### config.mk
export PLATFORM = sky130hd
export DESIGN_NAME = sigmoid_alu_neuron_sequencer
export DESIGN_NICKNAME = d
export VERILOG_FILES = /design/src/rtl/sigmoid_alu_neuron_sequencer.sv
export SDC_FILE = /design/constraint.sdc
export NUM_CORES = 1
export LEC_CHECK = 0
export ABC_AREA = 1
export CAP_MARGIN = 30
export CORE_MARGIN = 10
export CORE_UTILIZATION = 31
export CTS_BUF_LIST = sky130_fd_sc_hd__clkbuf_4 sky130_fd_sc_hd__clkbuf_8
export DETAILED_ROUTE_END_ITERATION = 8
export SYNTH_ARGS = -nofsm -noshare
export SYNTH_HDL_FRONTEND = slang
export SYNTH_SLANG_ARGS = --single-unit
### constraint.sdc
create_clock -name clk_i -period 3.3 [get_ports clk_i]
set_input_delay 0.825 -clock clk_i [delete_from_list [all_inputs] [get_ports clk_i]]
set_output_delay 0.825 -clock clk_i [all_outputs]
set_load 0.01 [all_outputs]
### src/rtl/sigmoid_alu_neuron_sequencer.sv
// Purpose     : runs one fully-connected layer through the shared sigmoid calculator, one neuron at a time.
// Latency     : the last beat is accepted at edge t and out_valid rises after edge t+1; at least NUM_INPUTS+2 cycles per neuron.
// Backpressure: in_ready is high only while accumulating; out_valid holds out_sigma and out_index stable until out_ready.
// Option      : define SIGMOID_SEQ_SAT_EN to make the accumulator saturate. By default it wraps modulo 2^14.
module sigmoid_alu_neuron_sequencer #(
  parameter int NUM_INPUTS  = 16,
  parameter int NUM_NEURONS = 10,
  localparam int IDX_W = (NUM_NEURONS > 1) ? $clog2(NUM_NEURONS) : 1,
  localparam int CNT_W = (NUM_INPUTS > 1) ? $clog2(NUM_INPUTS) : 1
) (
  input  logic             clk_i,
  input  logic             n_rst_i,
  input  logic             start_i,
  input  logic             in_valid_i,
  output logic             in_ready_o,
  input  logic [3:0]       pixel_i,
  input  logic [3:0]       weight_i,
  input  logic [3:0]       bias_i,
  output logic [13:0]      calc_accum_o,
  output logic [3:0]       calc_bias_o,
  input  logic [3:0]       calc_sigma_i,
  output logic             out_valid_o,
  input  logic             out_ready_i,
  output logic [3:0]       out_sigma_o,
  output logic [IDX_W-1:0] out_index_o,
  output logic             busy_o,
  output logic             done_o
);

  typedef enum logic [1:0] {
    S_IDLE   = 2'd0,
    S_ACCUM  = 2'd1,
    S_EVAL   = 2'd2,
    S_OUTPUT = 2'd3
  } state_t;

  localparam logic [CNT_W-1:0] LAST_BEAT   = CNT_W'(NUM_INPUTS - 1);
  localparam logic [IDX_W-1:0] LAST_NEURON = IDX_W'(NUM_NEURONS - 1);

  state_t             state_q;
  logic [13:0]        acc_q;
  logic [3:0]         bias_q;
  logic [CNT_W-1:0]   cnt_q;
  logic [IDX_W-1:0]   idx_q;
  logic [3:0]         sigma_q;
  logic               in_ready_q;
  logic               out_valid_q;
  logic               busy_q;
  logic               done_q;

  // The pixel is unsigned, so a zero is prepended. The 9-bit signed product covers -120..105.
  logic signed [8:0]  prod_d;
  logic [13:0]        acc_d;

  // Form the product of the current beat.
  always_comb begin
    prod_d = $signed({5'b0_0000, pixel_i}) * $signed({{5{weight_i[3]}}, weight_i});
  end

`ifdef SIGMOID_SEQ_SAT_EN
  // One guard bit makes overflow visible. A clamped value re-enters the range
  // only when later beats carry the sum back inside it.
  logic signed [14:0] sum_d;

  // Add the product with saturation at +8191 and -8192.
  always_comb begin
    sum_d = $signed({acc_q[13], acc_q}) + $signed({{6{prod_d[8]}}, prod_d});
    if (sum_d[14] != sum_d[13]) begin
      acc_d = sum_d[14] ? 14'h2000 : 14'h1FFF;
    end else begin
      acc_d = sum_d[13:0];
    end
  end
`else
  // Add the product with plain two's-complement wrap-around.
  always_comb begin
    acc_d = acc_q + {{5{prod_d[8]}}, prod_d};
  end
`endif

  // Sequencer state machine. Every port-facing flag is registered here.
  always_ff @(posedge clk_i or negedge n_rst_i) begin
    if (!n_rst_i) begin
      state_q     <= S_IDLE;
      acc_q       <= '0;
      bias_q      <= '0;
      cnt_q       <= '0;
      idx_q       <= '0;
      sigma_q     <= '0;
      in_ready_q  <= 1'b0;
      out_valid_q <= 1'b0;
      busy_q      <= 1'b0;
      done_q      <= 1'b0;
    end else begin
      done_q <= 1'b0;
      case (state_q)
        S_IDLE: begin
          if (start_i) begin
            state_q    <= S_ACCUM;
            acc_q      <= '0;
            cnt_q      <= '0;
            idx_q      <= '0;
            in_ready_q <= 1'b1;
            busy_q     <= 1'b1;
          end
        end
        S_ACCUM: begin
          // in_ready is high in this state, so a valid beat is an accepted beat.
          if (in_valid_i) begin
            acc_q <= acc_d;
            if (cnt_q == LAST_BEAT) begin
              cnt_q      <= '0;
              bias_q     <= bias_i;
              in_ready_q <= 1'b0;
              state_q    <= S_EVAL;
            end else begin
              cnt_q <= cnt_q + CNT_W'(1);
            end
          end
        end
        S_EVAL: begin
          // The calculator is combinational on acc_q and bias_q, which have settled by now.
          sigma_q     <= calc_sigma_i;
          out_valid_q <= 1'b1;
          state_q     <= S_OUTPUT;
        end
        S_OUTPUT: begin
          if (out_ready_i) begin
            out_valid_q <= 1'b0;
            if (idx_q == LAST_NEURON) begin
              state_q <= S_IDLE;
              busy_q  <= 1'b0;
              done_q  <= 1'b1;
            end else begin
              idx_q      <= idx_q + IDX_W'(1);
              acc_q      <= '0;
              in_ready_q <= 1'b1;
              state_q    <= S_ACCUM;
            end
          end
        end
        default: begin
          state_q <= S_IDLE;
        end
      endcase
    end
  end

  assign in_ready_o   = in_ready_q;
  assign out_valid_o  = out_valid_q;
  assign out_sigma_o  = sigma_q;
  assign out_index_o  = idx_q;
  assign calc_accum_o = acc_q;
  assign calc_bias_o  = bias_q;
  assign busy_o       = busy_q;
  assign done_o       = done_q;

endmodule

==> results.yml <==
routing:
  drc: 0
  first_pass_iters: 4
  vias_per_cell: 4.62
  first_iter_violations: 112
  wl_per_cell_um: 12.5
  drt-total-wl_mm: 7.29
  vias: 2701
  ant_nets: 0
yosys:
  ys_seq_area_share_pct: 31.4
  syn_area_um2: 2870
  synth_xor_xnor_area_share_pct: 1.83
  yosysMostFrequentCell: "nand2_1"
  syn-num-nets: 449
  synth_mux_area_share_pct: 1.57
  synth-seq-cells: 36
  ys.flop_type: "dfrtp_1"
  synth_cell_types: 31
  synth_edf_count: 0
  async_reset_ff_share_pct: 100
  syn-instance-count: 384
  synthAdderAreaFrac_pct: 20.8
  synth_simple_gate_area_share_pct: 25.8
  postSynthAreaPerCell_um2: 7.46
  yosys.area.top_type_share_pct: 31.4
  synth-compound-area-share_pct: 9.56
  synth_area_leaders: "dfrtp_1 (31%), ha_1 (17%), nand2_1 (16%), inv_1 (8.0%), fa_1 (4.2%)"
  yosys.area.top_type: "dfrtp_1"
  synth_top_family_by_area: "simple AND/OR/NAND/NOR gates"
  yosys_warnings: 0
  synthTopCellsByCount: "nand2_1 (119), inv_1 (61), ha_1 (38)"
finish:
  drive_gt1_share_pct: 23.4
  fin_nets: 538
  syn_to_final_growth_pct: 43.6
  antenna_cells: 0
  post-route-cell-area_um2: 4110
critical_path:
  crit_type: "in -> reg"
  arrival_ns: 4.55
  cp_slowest_stage_delay_ns: 0.51
  reg2reg_to: "calc_accum_o[1]"
  r2r_cells: 10
  crit_slowest_cell: "fa_1"
  rrSetupSlack_ns: 1.05
  cp_common_cell: "inv_2"
  path_cells: "buf_6 > inv_2 > or2_4 > fa_1 > fa_1 > fa_1 > inv_2 > ha_4 > inv_2 > fa_2 > o21ai_2 > a21oi_2 > xnor2_1 > ha_2 > nand2_4 > inv_2 > nand2_2 > nand2_2 > a21oi_2 > nand2_1 > inv_1 > nand2_2 > nand3_2 > nand2_1"
  cp_top_family: "adder cells"
  critPathMaxFanout: 4
  end_kind: "flop"
  crit_required_ns: 3.50
  path_buf_inv: 6
  regToRegStartpoint: "state_q[0]"
  cp-start-kind: "primary input"
floorplan:
  die-area_um2: 13500
  fp-row-count: 35
  die_h_um: 116
  die_width_um: 116
  core_um2: 9110
  initial_utilization_pct: 31.5
  ios: 51
flow_run:
  cap_violations: 0
clock_tree:
  cts.sink_count: 36
  ctsHtreeMaxLevel: 2
  cts-buffers-inserted: 5
  clk_path_buf_depth: 2
  clk_latency_ns: 0.30
  cts_tree: "built"
  postCtsHoldBufs: 0
  cts.clk_slew.worst_paths_ns: 0.08
  clock-root-buffer: "clkbuf_8"
timing:
  setup_viol: 10
  fmax_mhz: 230
  layout_setup_ws_ns: -1.05
  period_minus_slack_ns: 4.35
  clock_skew_ns: 0.0134
  worst-slew-pin-transition_ns: 0.864
  slew_viol_final: 0
  slew-limit-headroom_pct: 42.4
  finalHoldViolCount: 0
  period_share_pct: 132
  rsz0062_at_grt: "true"
hold_path:
  holdCritStartpoint: "busy_o"
  whs_path_depth: 2
  hold_path_class: "reg -> reg"
  whs_endpoint: "busy_o"
placement:
  hpwl_mm: 5.56
  gp_congestion: 0.873
  dp_worst_setup_slack_ns: -1.83
  io_buffers: 50
  place_area_um2: 3740
status:
  status: "complete, but fails checks"
  violations: "negative setup slack"
global_route:
  overflow: 0
  grt_max_degree: 37
  antenna_found_initial: 0
  grt_pass1_vias: 2820
  grt_pass1_wl_mm: 12.6
  grt_usage_pct: 11.3
power:
  leakagePower_nw: 2.11
  ir_worst_vdd_mv: 0.394
  powerDensity_nw_per_um2: 775
## how the worst max path moves through the flow
stage | slack [ns] | startpoint | cells after the start | to
after floorplan | -1.17 | weight_i[3] | 23 | calc_accum_o[13]
after global placement | -1.76 | weight_i[3] | 24 | calc_accum_o[13]
after detailed placement | -1.83 | weight_i[3] | 24 | calc_accum_o[13]
after CTS | -1.18 | weight_i[3] | 20 | calc_accum_o[8]
after global routing | -1.28 | pixel_i[3] | 23 | calc_accum_o[13]
final | -1.05 | weight_i[3] | 24 | calc_accum_o[13]
## sequential cells by signal (all words and copies together), names as in the netlist
register / flops
in_ready_o: 1
busy_o: 1
done_o: 1
calc_bias_o: 4
out_valid_o: 1
calc_accum_o: 14
out_index_o: 4
state_q: 2
out_sigma_o: 4
cnt_q: 4
## cell usage in the layout (no fill, tap or decap), drive strengths merged, types with 2 or more instances in the layout
| cell | Yosys | layout |
|---|---|---|
| or2 | 4 | 4 |
| dfrtp | 36 | 36 |
| fa | 6 | 6 |
| clkbuf | 0 | 8 |
| nand3 | 18 | 18 |
| mux2 | 4 | 4 |
| nor2 | 32 | 32 |
| nand2 | 119 | 119 |
| ha | 38 | 38 |
| buf | 2 | 37 |
| o21ai | 25 | 25 |
| nand4 | 3 | 3 |
| a21o | 2 | 2 |
| inv | 64 | 64 |
| clkdlybuf4s50 | 0 | 43 |
| a21oi | 18 | 18 |
| xnor2 | 5 | 5 |
## logic make-up after synthesis
group                      count (synthesis)
buffers and inverters                     66
xor gates and xnor gates                   6
AOI/OAI and AO/OA                         50
muxes                                      4
adders and majority gates                 44
DFF                                       36
and+or+nand+nor                          178
## cell type report
cell class,instances,area (um2)
clock inverter,2,35.0
sequential,36,901
fill,910,4990
timing repair buffer,84,751
multi-input combinational,282,1970
tap,111,139
inverter,64,240
clock buffer,6,76.3
## stage by stage
step | setup TNS [ns] | power [W] | util (%) | hold WS [ns] | instances
after CTS | -9.87 | 0.00299 | 43.0 | 0.478 | 580
after global placement | -16.73 | 0.00242 | 41.1 | 0.459 | 571
after detailed placement | -16.92 | 0.00246 | 41.1 | 0.464 | 571
final | -8.81 | 0.00319 | 45.2 | 0.474 | 585
after floorplan | -9.58 | 0.00179 | - | 0.504 | 384
after global routing | -10.65 | 0.00350 | 45.2 | 0.504 | 585
## routing by layer
metal / GRT usage [%] / wire, um
met5: 0 / 0
met4: 3.00 / 82
met2: 20.0 / 3650
met3: 3.18 / 430
met1: 13.1 / 3130
## where the power goes
| group | switching [W] | leakage, nW | internal, W | total [W] |
|---|---|---|---|---|
| logic | 0.00109 | 1.58 | 0.000961 | 0.00205 |
| clock network | 0.000171 | 0.0586 | 0.000233 | 0.000404 |
| registers | 0.000142 | 0.470 | 0.000587 | 0.000729 |
| total | 0.00141 | 2.11 | 0.00178 | 0.00319 |
## what timing repair did
| action | 4_1_cts | 5_1_grt |
|---|---|---|
| setup endpoints to repair | 11 | 11 |
| pin swaps | 33 | 31 |
| resized for setup | 39 | 37 |
| setup buffers | 1 | 6 |
## worst register-to-register path, delay by kind of cell (launching register included)
kind            cells  cell delay (ns)
compound gates      1             0.18
fa+ha+maj           1             0.23
buf+inv             4             0.43
flops               1             0.42
simple gates        4             0.91
No activity file was read; power rests on OpenSTA's default activity.
